**src/rtl/uart_mem_loader.sv**
```systemverilog
// uart_mem_loader: 8N1 UART receiver plus frame parser that streams bytes into imem/dmem.
// Latency: each data byte is written one cycle after its stop-bit sample; done_o follows the checksum byte by one cycle.
// Backpressure: none; at most one write per 10*ClksPerBit cycles, so every received byte is written immediately.
// Ports: clk/reset (async active-low), rx_i serial in; debug_* byte write stream;
//        cpu_hold_o core hold, done_o good-frame pulse, error_o sticky error.
module uart_mem_loader #(
  parameter int ClksPerBit    = 174,
  parameter int AddrWidth     = 12,
  parameter int TimeoutCycles = 2_000_000
) (
  input  logic                 clk,
  input  logic                 reset,
  input  logic                 rx_i,
  output logic                 debug_o,
  output logic                 debug_imem_o,
  output logic                 debug_dmem_o,
  output logic [AddrWidth-1:0] debug_addr_o,
  output logic [7:0]           debug_data_o,
  output logic                 cpu_hold_o,
  output logic                 done_o,
  output logic                 error_o
);

  localparam int CW = $clog2(ClksPerBit);
  localparam int TW = $clog2(TimeoutCycles + 1);
  localparam logic [CW-1:0] FullLast = CW'(ClksPerBit - 1);
  localparam logic [CW-1:0] HalfLast = CW'(ClksPerBit / 2 - 1);

  typedef enum logic [1:0] {RX_IDLE, RX_START, RX_DATA, RX_STOP} rx_state_t;
  typedef enum logic [2:0] {
    S_IDLE, S_TARGET, S_ADDR_LO, S_ADDR_HI, S_LEN_LO, S_LEN_HI, S_DATA, S_CSUM
  } state_t;

  // ---------------- RX front end ----------------
  logic            rx_meta, rx_sync, rx_prev;
  rx_state_t       rx_state, rx_next;
  logic [CW-1:0]   rx_cnt;
  logic [2:0]      rx_bit;
  logic [7:0]      rx_byte;
  logic            rx_tick, byte_valid, frame_err;

  always_ff @(posedge clk or negedge reset) begin
    if (!reset) begin
      rx_meta <= 1'b1;
      rx_sync <= 1'b1;
      rx_prev <= 1'b1;
    end else begin
      rx_meta <= rx_i;
      rx_sync <= rx_meta;
      rx_prev <= rx_sync;
    end
  end

  // The start bit is checked at half a bit; all later samples are a full bit apart.
  assign rx_tick = (rx_cnt == ((rx_state == RX_START) ? HalfLast : FullLast));

  always_comb begin
    rx_next = rx_state;
    case (rx_state)
      RX_IDLE:  if (rx_prev && !rx_sync) rx_next = RX_START;
      RX_START: if (rx_tick) rx_next = rx_sync ? RX_IDLE : RX_DATA;
      RX_DATA:  if (rx_tick && rx_bit == 3'd7) rx_next = RX_STOP;
      RX_STOP:  if (rx_tick) rx_next = RX_IDLE;
      default:  rx_next = RX_IDLE;
    endcase
  end

  always_comb begin
    byte_valid = (rx_state == RX_STOP) && rx_tick && rx_sync;
    frame_err  = (rx_state == RX_STOP) && rx_tick && !rx_sync;
  end

  always_ff @(posedge clk or negedge reset) begin
    if (!reset) begin
      rx_state <= RX_IDLE;
      rx_cnt   <= '0;
      rx_bit   <= '0;
      rx_byte  <= '0;
    end else begin
      rx_state <= rx_next;
      if (rx_state == RX_IDLE || rx_tick || rx_next != rx_state) rx_cnt <= '0;
      else                                                       rx_cnt <= rx_cnt + CW'(1);
      if (rx_state == RX_IDLE) rx_bit <= '0;
      else if (rx_state == RX_DATA && rx_tick) begin
        rx_bit  <= rx_bit + 3'd1;
        rx_byte <= {rx_sync, rx_byte[7:1]};
      end
    end
  end

  // ---------------- Frame parser ----------------
  state_t          state, next;
  logic [TW-1:0]   tcount;
  logic            timeout, bv;
  logic            sync_ok, wr, csum_ok, fail;
  logic            target;
  logic [7:0]      addr_lo, len_lo, csum;
  logic [15:0]     len, idx;
  logic [AddrWidth-1:0] base;

  // A timeout seen in the same cycle as a byte wins; the byte is discarded.
  assign timeout = (state != S_IDLE) && (tcount == TW'(TimeoutCycles));
  assign bv      = byte_valid && !timeout;

  always_ff @(posedge clk or negedge reset) begin
    if (!reset) state <= S_IDLE;
    else        state <= next;
  end

  always_comb begin
    next = state;
    if (timeout || frame_err) next = S_IDLE;
    else if (bv) begin
      case (state)
        S_IDLE:    if (rx_byte == 8'hA5) next = S_TARGET;
        S_TARGET:  next = (rx_byte[7:1] == 7'd0) ? S_ADDR_LO : S_IDLE;
        S_ADDR_LO: next = S_ADDR_HI;
        S_ADDR_HI: next = S_LEN_LO;
        S_LEN_LO:  next = S_LEN_HI;
        S_LEN_HI:  next = ({rx_byte, len_lo} == 16'd0) ? S_CSUM : S_DATA;
        S_DATA:    if (idx == len - 16'd1) next = S_CSUM;
        S_CSUM:    next = S_IDLE;
        default:   next = S_IDLE;
      endcase
    end
  end

  always_comb begin
    sync_ok = (state == S_IDLE) && bv && (rx_byte == 8'hA5);
    wr      = (state == S_DATA) && bv;
    csum_ok = (state == S_CSUM) && bv && (rx_byte == csum);
    fail    = timeout || frame_err
            || ((state == S_TARGET) && bv && (rx_byte[7:1] != 7'd0))
            || ((state == S_CSUM) && bv && (rx_byte != csum));
  end

  always_ff @(posedge clk or negedge reset) begin
    if (!reset) begin
      debug_o      <= 1'b0;
      done_o       <= 1'b0;
      error_o      <= 1'b0;
      cpu_hold_o   <= 1'b0;
      debug_addr_o <= '0;
      debug_data_o <= '0;
      tcount       <= '0;
      target       <= 1'b0;
      addr_lo      <= '0;
      len_lo       <= '0;
      len          <= '0;
      idx          <= '0;
      csum         <= '0;
      base         <= '0;
    end else begin
      debug_o <= wr;
      done_o  <= csum_ok;
      if (fail) begin
        error_o    <= 1'b1;
        cpu_hold_o <= 1'b0;
      end else if (csum_ok) begin
        cpu_hold_o <= 1'b0;
      end else if (sync_ok) begin
        error_o    <= 1'b0;
        cpu_hold_o <= 1'b1;
      end

      if (state == S_IDLE || byte_valid) tcount <= '0;
      else if (!timeout)                 tcount <= tcount + TW'(1);

      if (bv) begin
        case (state)
          S_TARGET:  target  <= rx_byte[0];
          S_ADDR_LO: addr_lo <= rx_byte;
          S_ADDR_HI: base    <= AddrWidth'({rx_byte, addr_lo});
          S_LEN_LO:  len_lo  <= rx_byte;
          S_LEN_HI: begin
            len  <= {rx_byte, len_lo};
            idx  <= '0;
            csum <= '0;
          end
          S_DATA: begin
            // Address wraps naturally at the memory size.
            debug_addr_o <= base + AddrWidth'(idx);
            debug_data_o <= rx_byte;
            csum         <= csum + rx_byte;
            idx          <= idx + 16'd1;
          end
          default: ;
        endcase
      end
    end
  end

  assign debug_imem_o = debug_o & ~target;
  assign debug_dmem_o = debug_o & target;

endmodule

```
**config.mk**
```make
export PLATFORM = sky130hd
export DESIGN_NAME = uart_mem_loader
export DESIGN_NICKNAME = d
export VERILOG_FILES = /design/src/rtl/uart_mem_loader.sv
export SDC_FILE = /design/constraint.sdc
export NUM_CORES = 1
export LEC_CHECK = 0
export CORE_MARGIN = 2
export CORE_UTILIZATION = 30
export CTS_BUF_LIST = sky130_fd_sc_hd__clkbuf_2 sky130_fd_sc_hd__clkbuf_4 sky130_fd_sc_hd__clkbuf_8
export DETAILED_ROUTE_END_ITERATION = 16
export GPL_ROUTABILITY_DRIVEN = 0
export GPL_TIMING_DRIVEN = 0
export HOLD_SLACK_MARGIN = 0.1
export PLACE_DENSITY = 0.48
export SKIP_LAST_GASP = 1
export SLEW_MARGIN = 40
export SYNTH_ARGS = -nofsm -noshare
export SYNTH_HDL_FRONTEND = slang
export SYNTH_SLANG_ARGS = --single-unit
```
**constraint.sdc**
```tcl
create_clock -name clk -period 6.11 [get_ports clk]
set_clock_uncertainty 0.05 [all_clocks]
set_input_delay 0.9165 -clock clk [delete_from_list [all_inputs] [get_ports clk]]
set_output_delay 0.9165 -clock clk [all_outputs]
set_load 0.005 [all_outputs]
```
==> results of run 1 <==
## where the power goes
| part | internal, W | total, W | switching, W |
|---|---|---|---|
| Combinational | 0.0000389 | 0.0000967 | 0.0000578 |
| Clock | 0.000446 | 0.000831 | 0.000386 |
| Sequential | 0.000960 | 0.000995 | 0.0000350 |
## kinds of logic after synthesis
logic type	share of synthesized area, %
flip-flops	47.9
multiplexers	8.95
AO/OA/AOI/OAI	9.82
adder cells (fa/ha/maj)	4.78
AND/OR/NAND/NOR	18.8
buffers and inverters	2.54
XOR/XNOR	7.24
## worst max-delay path, stage by stage, from the launching register on
cell	delay, ps
dfrtp_1	450
nor4bb_1	270
and4_1	260
o2111ai_2	290
nor2_2	300
nand2_1	140
nor3_1	500
buf_4	310
mux2_2	350
## registers in the layout, summed over array words and instances (netlist names)
| register | cells |
|---|---|
| idx | 16 |
| state | 3 |
| tcount | 21 |
| csum | 8 |
| rx_state | 2 |
| rx_cnt | 8 |
| debug_o | 1 |
| len | 16 |
| addr_lo | 8 |
| rx_sync | 1 |
| error_o | 1 |
| debug_data_o | 8 |
| debug_addr_o | 12 |
| rx_meta | 1 |
| rx_prev | 1 |
| rx_byte | 8 |
| target | 1 |
| base | 12 |
| len_lo | 8 |
| rx_bit | 3 |
| cpu_hold_o | 1 |
| done_o | 1 |
## through the flow
step           setup TNS (ps)  std cells  setup slack, ps  power (W)
3_3_place_gp          -280390       1072            -2040    0.00111
2_1_floorplan               0        720             3610    0.00107
4_1_cts                     0       1106             3050    0.00196
5_1_grt                     0       1106             2830    0.00202
6_report                    0       1106             3070    0.00192
3_5_place_dp                0       1074             3080    0.00111
## final cells by class
cell class | instances | area (µm²)
fillers | 2518 | 15700
multi-input cells | 535 | 3660
flip-flops and latches | 141 | 3530
well taps | 324 | 405
repair buffers | 30 | 340
clock buffers | 21 | 283
clock inverters | 11 | 156
plain buffers | 25 | 116
inverters | 19 | 71.3
## per-layer routing
| layer | routed length, µm | track usage (%) |
|---|---|---|
| met5 | 0 | 0 |
| met2 | 8120 | 22.6 |
| met1 | 8670 | 20.0 |
| met3 | 417 | 2.63 |
| met4 | 189 | 4.26 |
## worst min-delay path by stage
stage	end	depth (start not counted)	slack, ps	from
final	len[10]	1	310	reset
after CTS	len[10]	1	310	reset
after global routing	len[10]	1	320	reset
after floorplan	rx_sync	0	300	rx_meta
after global placement	rx_sync	0	300	rx_meta
after detailed placement	rx_sync	0	300	rx_meta
## cells in the final DEF, fill, tap and decap left out, types with 4 or more instances in the layout
cell / Yosys / layout
nor3_1: 17 / 17
and3_1: 14 / 14
or4_1: 5 / 5
or3_1: 10 / 10
o21ai_0: 49 / 49
buf_2: 5 / 5
and2_1: 7 / 7
xnor2_1: 27 / 27
nand4_1: 13 / 13
a22o_1: 8 / 8
xor2_1: 34 / 34
clkdlybuf4s50_1: 0 / 27
inv_1: 18 / 18
buf_4: 4 / 4
nor2b_1: 6 / 6
nand3_1: 32 / 32
o31ai_1: 4 / 4
nor2_1: 57 / 57
nor4_1: 8 / 8
nand2_1: 81 / 81
a21oi_1: 20 / 20
ha_1: 25 / 25
nand2b_1: 4 / 4
clkbuf_8: 0 / 20
dfrtp_1: 138 / 138
clkbuf_1: 13 / 13
mux2_2: 56 / 56
==> results_dict.tcl, run 1 <==
set metrics [dict create \
    dieArea_um2 25900 \
    grt_usage_pct 14.3 \
    cp_max_fo 10 \
    wl_per_cell_um 15.7 \
    yosys-top-cells-count "138 x dfrtp_1, 81 x nand2_1, 57 x nor2_1, 56 x mux2_2, 49 x o21ai_0" \
    n_antenna_cell 0 \
    synth_edf_count 0 \
    place_hpwl_um 12200 \
    max_freq_ghz 0.329 \
    grt-ovfl-total 0 \
    ys.warnings.count 0 \
    slew_viol_final 0 \
    async_reset_ff_share_pct 100 \
    ys.flop_type "dfrtp_1" \
    fin_util_pct 35.3 \
    drt_pass1_iterations 4 \
    syn_area_um2 7380 \
    hold_ws_ps 311 \
    critPathRequiredTime_ps 6400 \
    dieWidth_um 161 \
    htreeDepth 4 \
    period_share_pct 49.8 \
    post-synth-top-count-cell "dfrtp_1" \
    hold_viol_final 0 \
    drive_above_1_share_pct 15.6 \
    endpoint_kind "register" \
    antenna_found_initial 0 \
    chipHeight_um 161 \
    netlist.area_leader.share_pct 46.8 \
    r2r_end "base[11]" \
    placed_area_um2 8120 \
    rr_worst_depth 8 \
    peakVddDrop_mv 0.172 \
    core-area_um2 24200 \
    crit_end "base[11]" \
    crit_start "rx_cnt[1]" \
    startpoint_type "register" \
    path_class "register to register" \
    power_density_nw_per_um2 225 \
    initialDrtViolationCount 275 \
    period_minus_slack_ps 3040 \
    avgViaCountPerCell 4.90 \
    worstReg2RegStart "rx_cnt[1]" \
    remaining_drc_errors 0 \
    syn_to_final_growth_pct 16.1 \
    cts-buffers-inserted 17 \
    vias 5422 \
    min_path_type "primary input to asynchronous set/reset pin" \
    postCtsResizedCells 0 \
    pin_count 29 \
    rsz0062_at_grt "no" \
    slew_headroom_pct 50.1 \
    status "finished, final reports clean" \
    path_clk_slew_ps 80 \
    grt_pass1_vias 5486 \
    grt_start_max_net_pins 49 \
    grt_pass1_wl_um 29400 \
    p_leak_nw 3.90 \
    ys_seq_area_share_pct 47.9 \
    rrSetupSlack_ps 3070 \
    ys_types 67 \
    design_area_um2 8560 \
    totalWireLength_um 17400 \
    clk-insertion-delay-late_ps 450 \
    cts_tree "yes" \
    synth.area.top_cells "dfrtp_1 47%, mux2_2 8.5%, ha_1 4.2%" \
    clk_path_buf_depth 2 \
    finalSetupViolCount 0 \
    syn_inst 720 \
    holdBufCountCts 0 \
    post_cts_buffers 0 \
    drv_cap 0 \
    synth-seq-cells 141 \
    initial_core_util_pct 30.4 \
    yosysTopAreaCell "dfrtp_1" \
    tightest_slew_ps 748 \
    synth_nets 750 \
    fin_nets 799 \
    rows 57 \
    postRouteAntennaNets 0 \
    cts-root-buf "clkbuf_8" \
    port_buffers 28 \
    arrival_ps 3330 \
    cts.sinks 141 \
    syn_area_per_cell_um2 10.2 \
]
Power figures use the tool's default switching activity.
==> inputs of run 2 (changes only) <==
--- a/config.mk
+++ b/config.mk
@@ -12,7 +12,7 @@
 export GPL_ROUTABILITY_DRIVEN = 0
 export GPL_TIMING_DRIVEN = 0
 export HOLD_SLACK_MARGIN = 0.1
-export PLACE_DENSITY = 0.48
+export PLACE_DENSITY = 0.5
 export SKIP_LAST_GASP = 1
 export SLEW_MARGIN = 40
 export SYNTH_ARGS = -nofsm -noshare
==> constraint.sdc (replaced) <==
create_clock -name clk -period 2.5 [get_ports clk]
set_clock_uncertainty 0.05 [all_clocks]
set_input_delay 0.375 -clock clk [delete_from_list [all_inputs] [get_ports clk]]
set_output_delay 0.375 -clock clk [all_outputs]
set_load 0.005 [all_outputs]
==> run 2 against run 1 <==
Compared with the run above:
- the run now ends with setup timing left
- sequential power grew 140%
- maximum frequency up 17%
- count of clock-buffer cells in the layout decreased by 1
- clock power grew to 2.6 times the previous value
- routed wire length is 2.7% higher
- register-to-register slack lost 3200 ps
- global-route usage shrank 0.25 points
- sequential share of layout area fell by 2.8 points
- final area increased by 7.4%
==> results_dict.tcl, run 2 (synthesis gave the netlist of run 1 again) <==
set metrics [dict create \
    n_fill_cell 2464 \
    syn_to_final_growth_pct 24.6 \
    seq_power_share_pct 50.2 \
    max_freq_ghz 0.384 \
    slew_headroom_pct 54.1 \
    avgViaCountPerCell 4.84 \
    cts_tree "yes" \
    status "finished, violations left" \
    wl_per_cell_um 15.7 \
    postRouteAntennaNets 0 \
    critPathRequiredTime_ps 2800 \
    period_minus_slack_ps 2600 \
    hold_viol_final 0 \
    min_path_type "primary input to register" \
    pwr-share-comb_pct 5.9 \
    arrival_ps 2910 \
    path_class "register to register" \
    violations "setup timing" \
    p_int_w 0.00365 \
    grt_start_max_net_pins 73 \
    core-area_um2 24200 \
    met1_usage_pct 19.5 \
    endpoint_kind "register" \
    swShare_pct 24.7 \
    p_leak_nw 4.19 \
    cts-root-buf "clkbuf_8" \
    remaining_drc_errors 0 \
    place_hpwl_um 11800 \
    p_sw_w 0.00120 \
    port_buffers 28 \
    drv_cap 0 \
    final_cell_mix "132 x dfrtp_1, 78 x nand2_1, 56 x nor2_1" \
    final_common_cell "dfrtp_1" \
    antenna_found_initial 0 \
    finalSetupViolCount 1 \
    initialDrtViolationCount 162 \
    clk-insertion-delay-late_ps 460 \
    grt_pass1_wl_um 28600 \
    drt_pass1_iterations 4 \
    htreeDepth 4 \
    busiest_layer "met2" \
    initial_core_util_pct 30.4 \
    totalWireLength_um 17900 \
    grt_use_met2_pct 22.4 \
    pwr-share-clk_pct 43.9 \
    clk_path_buf_depth 2 \
    fin_util_pct 37.9 \
    drive_above_1_share_pct 22.8 \
    use_met3_pct 2.79 \
    cts.sinks 141 \
    period_share_pct 104 \
    power_w 0.00485 \
    fin_nets 828 \
    grt_pass1_vias 5365 \
    path_clk_slew_ps 90 \
    startpoint_type "register" \
    critPathSlowestCell "or4b_4" \
    crit_chain "or3_4 > or4_4 > or4b_4 > a211o_1 > nand4_1 > a2111oi_4 > o21a_1" \
    peakVddDrop_mv 0.376 \
    vias 5499 \
    pin_count 29 \
    cts-buffers-inserted 17 \
    dieArea_um2 25900 \
    tightest_slew_ps 683 \
    fin_ws_ps -103 \
    regMostFlops "tcount" \
    rsz0062_at_grt "yes" \
    rows 57 \
    largest_registers "tcount: 21 flops, idx: 16 flops, len: 16 flops" \
    n_antenna_cell 0 \
    chipHeight_um 161 \
    critPathMaxStageDelay_ps 530 \
    grt-ovfl-total 0 \
    slew_viol_final 0 \
    dieWidth_um 161 \
    hold_ws_ps 264 \
    power_density_nw_per_um2 527 \
    largest_reg_flops 21 \
    grt_usage_pct 14.0 \
    cp_max_fo 3 \
]
## run 2: layer usage
| layer | part of all wire [%] | up-vias |
|---|---|---|
| li1 | - | 2715 |
| met1 | 51 | 2721 |
| met2 | 46 | 45 |
| met3 | 2.1 | 18 |
| met4 | 1.4 | 0 |
| met5 | 0 | - |
## run 2: power by group through the flow
stage	Sequential [W]	Clock [W]	Combinational, W
after floorplan	0.00246	0	0.000151
after CTS	0.00243	0.00218	0.000281
after detailed placement	0.00248	0	0.000239
after global routing	0.00244	0.00228	0.000338
final	0.00243	0.00213	0.000288
after global placement	0.00248	0	0.000226
## run 2: critical path: cells and delay by family (launching register included)
family,cells,cell delay [ps]
flops,1,430
simple gates,4,1490
compound gates,3,530
## run 2: cell type report
class	instances	area [µm²]	share of cell area (%)
clock buffers	20	275	2.99
well taps	324	405	4.41
flip-flops and latches	141	3540	38.5
plain buffers	23	176	1.92
repair buffers	61	631	6.86
inverters	19	76.3	0.830
clock inverters	12	184	2.00
multi-input cells	535	3910	42.5
## run 2: worst paths after layout
check | slack, ps | start | cells after the start | end
max in group asynchronous | 1530 | reset | 3 | rx_meta
setup reg to reg | -100 | len[7] | 7 | state[0]
hold reg to reg | 310 | rx_meta | 0 | rx_sync
setup / recovery | -100 | len[7] | 7 | state[0]
min in group asynchronous | 270 | reset | 2 | idx[15]
hold / removal | 260 | rx_i | 1 | rx_meta
## run 2: stage by stage
stage,cell area (µm²),cells,setup slack (ps),TNS [ps]
6_report,9200,1135,-103,-103
5_1_grt,9200,1135,-190,-2560
4_1_cts,8840,1121,-90.3,-90.3
3_5_place_dp,8120,1074,-486,-22540
3_3_place_gp,8060,1072,-5070,-730420
2_1_floorplan,7380,720,2.73,0
## run 2: repair_timing
action,4_1_cts,5_1_grt
cloned,1,3
endpoints found under the setup margin,90,116
pin swaps,12,13
endpoints found under the hold margin,138,0
gates resized for setup,29,87
buffers inserted,14,12
hold buffers,1,0
==> inputs of run 3 (changes only) <==
--- a/config.mk
+++ b/config.mk
@@ -12,7 +12,6 @@
 export GPL_ROUTABILITY_DRIVEN = 0
 export GPL_TIMING_DRIVEN = 0
 export HOLD_SLACK_MARGIN = 0.1
-export PLACE_DENSITY = 0.5
 export SKIP_LAST_GASP = 1
 export SLEW_MARGIN = 40
 export SYNTH_ARGS = -nofsm -noshare
==> constraint.sdc (replaced) <==
create_clock -name clk -period 2.5 [get_ports clk]
set_clock_uncertainty 0.05 [all_clocks]
set_input_delay 0.375 -clock clk [delete_from_list [all_inputs] [get_ports clk]]
set_output_delay 0.375 -clock clk [all_outputs]
set_load 0.02 [all_outputs]
==> run 3 against run 2 <==
Compared with the run above:
- the flow still finishes with violations (setup timing)
- worst hold slack improved by 17 ps
- count of clock-buffer cells in the layout is 1 lower
- final cell count is 0.26% lower
- worst setup slack better by 12 ps
- routed wire length shrank 2.9%
- sequential share of layout area up 0.43 points
- register-to-register slack about the same
- utilization is 0.40 points lower
- final area shrank 1.1%
- sequential cell count unchanged
- die area is the same
- sequential power hardly changed
- critical path type unchanged
- critical endpoint unchanged
- largest power group unchanged
==> results_dict.tcl, run 3 (synthesis gave the netlist of run 1 again) <==
set metrics [dict create \
    chipHeight_um 161 \
    htreeDepth 4 \
    path_class "register to register" \
    dieWidth_um 161 \
    syn_to_final_growth_pct 23.3 \
    drv_cap 0 \
    rrSetupSlack_ps -90 \
    path_clk_slew_ps 80 \
    final_common_cell "dfrtp_1" \
    grt_pass1_vias 5222 \
    avgViaCountPerCell 4.93 \
    finalSetupViolCount 3 \
    initial_core_util_pct 30.4 \
    grt-ovfl-total 0 \
    wl_per_cell_um 15.3 \
    grt_usage_pct 13.2 \
    peakVddDrop_mv 0.404 \
    worstReg2RegStart "len[7]" \
    power_density_nw_per_um2 513 \
    cts_tree "yes" \
    period_minus_slack_ps 2590 \
    fin_ws_ps -91.3 \
    antenna_found_initial 0 \
    min_path_type "primary input to register" \
    place_hpwl_um 11500 \
    r2r_end "state[0]" \
    power_w 0.00467 \
    slew_headroom_pct 58.1 \
    setup-tns-final_ps -101 \
    totalWireLength_um 17300 \
    clk-insertion-delay-late_ps 450 \
    regMostFlops "tcount" \
    largest_registers "tcount: 21 flops, idx: 16 flops, len: 16 flops" \
    endpoint_kind "register" \
    remaining_drc_errors 0 \
    drive_above_1_share_pct 22.3 \
    port_buffers 28 \
    pin_count 29 \
    initialDrtViolationCount 230 \
    hold_viol_final 0 \
    largest_reg_flops 21 \
    tightest_slew_ps 624 \
    rr_worst_depth 7 \
    cp_max_fo 3 \
    period_share_pct 104 \
    cts-buffers-inserted 17 \
    rsz0062_at_grt "yes" \
    rows 57 \
    crit_start "len[7]" \
    dieArea_um2 25900 \
    drt_pass1_iterations 5 \
    fin_nets 825 \
    clk_path_buf_depth 2 \
    postRouteAntennaNets 0 \
    final_cell_mix "131 x dfrtp_1, 80 x nand2_1, 56 x nor2_1" \
    vias 5580 \
    crit_end "state[0]" \
    arrival_ps 2880 \
    critPathRequiredTime_ps 2790 \
    status "finished, violations left" \
    cts.sinks 141 \
    grt_start_max_net_pins 73 \
    core-area_um2 24200 \
    startpoint_type "register" \
    p_leak_nw 4.14 \
    max_freq_ghz 0.386 \
    cts-root-buf "clkbuf_8" \
    grt_pass1_wl_um 27300 \
    n_antenna_cell 0 \
    slew_viol_final 0 \
    violations "setup timing" \
]
[run 3: changes by cell type in the layout (fill, tap and decap cells not counted), moves of 2 or more]
cell,before,now
mux2_2,31,41
mux2_4,25,15
buf_4,26,20
buf_6,8,11
clkbuf_8,20,17
clkbuf_16,1,3
clkbuf_4,0,2
nand2_1,78,80
nand2_2,2,0
[run 3: worst max-delay path, cell delays in order (launching register included)]
cell       delay (ps)
dfrtp_2           430
or3_4             390
or4_4             440
or4b_4            550
a211o_1           280
nand4_1           130
a2111oi_4          60
o21a_1            180
[run 3: worst min-delay path by stage]
stage	slack (ps)	end	start	cells past startpoint
5_1_grt	260	rx_meta	rx_i	1
3_3_place_gp	300	rx_sync	rx_meta	0
4_1_cts	250	rx_meta	rx_i	1
2_1_floorplan	30	addr_lo[0]	reset	0
6_report	280	rx_meta	rx_i	1
3_5_place_dp	300	rx_sync	rx_meta	0
[run 3: stage by stage]
stage / std cells / setup slack (ps) / area (µm²) / utilization [%] / hold slack (ps)
floorplan: 720 / 2.73 / 7380 / - / 29.4
global placement: 1072 / -4820 / 8060 / 33.3 / 298
detailed placement: 1073 / -450 / 8100 / 33.4 / 297
CTS: 1119 / -66.4 / 8750 / 36.1 / 249
global route: 1132 / -143 / 9100 / 37.5 / 265
finish: 1132 / -91.3 / 9100 / 37.5 / 280
[run 3: cell type report]
cell class / instances / area (µm²)
Clock buffer: 19 / 249
Multi-Input combinational cell: 535 / 3860
Inverter: 19 / 76.3
Tap cell: 324 / 405
Timing Repair Buffer: 57 / 613
Fill cell: 2442 / 15200
Clock inverter: 13 / 166
Buffer: 24 / 185
Sequential cell: 141 / 3540
[run 3: repair_timing]
item / CTS / global route
gates cloned: 0 / 5
hold endpoints to repair: 66 / 0
endpoints found under the setup margin: 90 / 93
resized for setup: 34 / 68
pin swaps: 12 / 10
buffers inserted: 13 / 12
hold buffers: 1 / 0
[run 3: power by group]
| part | switching (W) | internal (W) |
|---|---|---|
| Sequential | 0.0000996 | 0.00235 |
| Combinational | 0.000158 | 0.000133 |
| Clock | 0.000921 | 0.00101 |
[run 3: routing by layer]
metal / GRT usage (%) / vias up / part of all wire [%]
li1: - / 2714 / -
met1: 17.7 / 2770 / 49
met2: 21.4 / 78 / 47
met3: 3.00 / 18 / 3.2
met4: 4.02 / 0 / 1.3
met5: 0 / - / 0
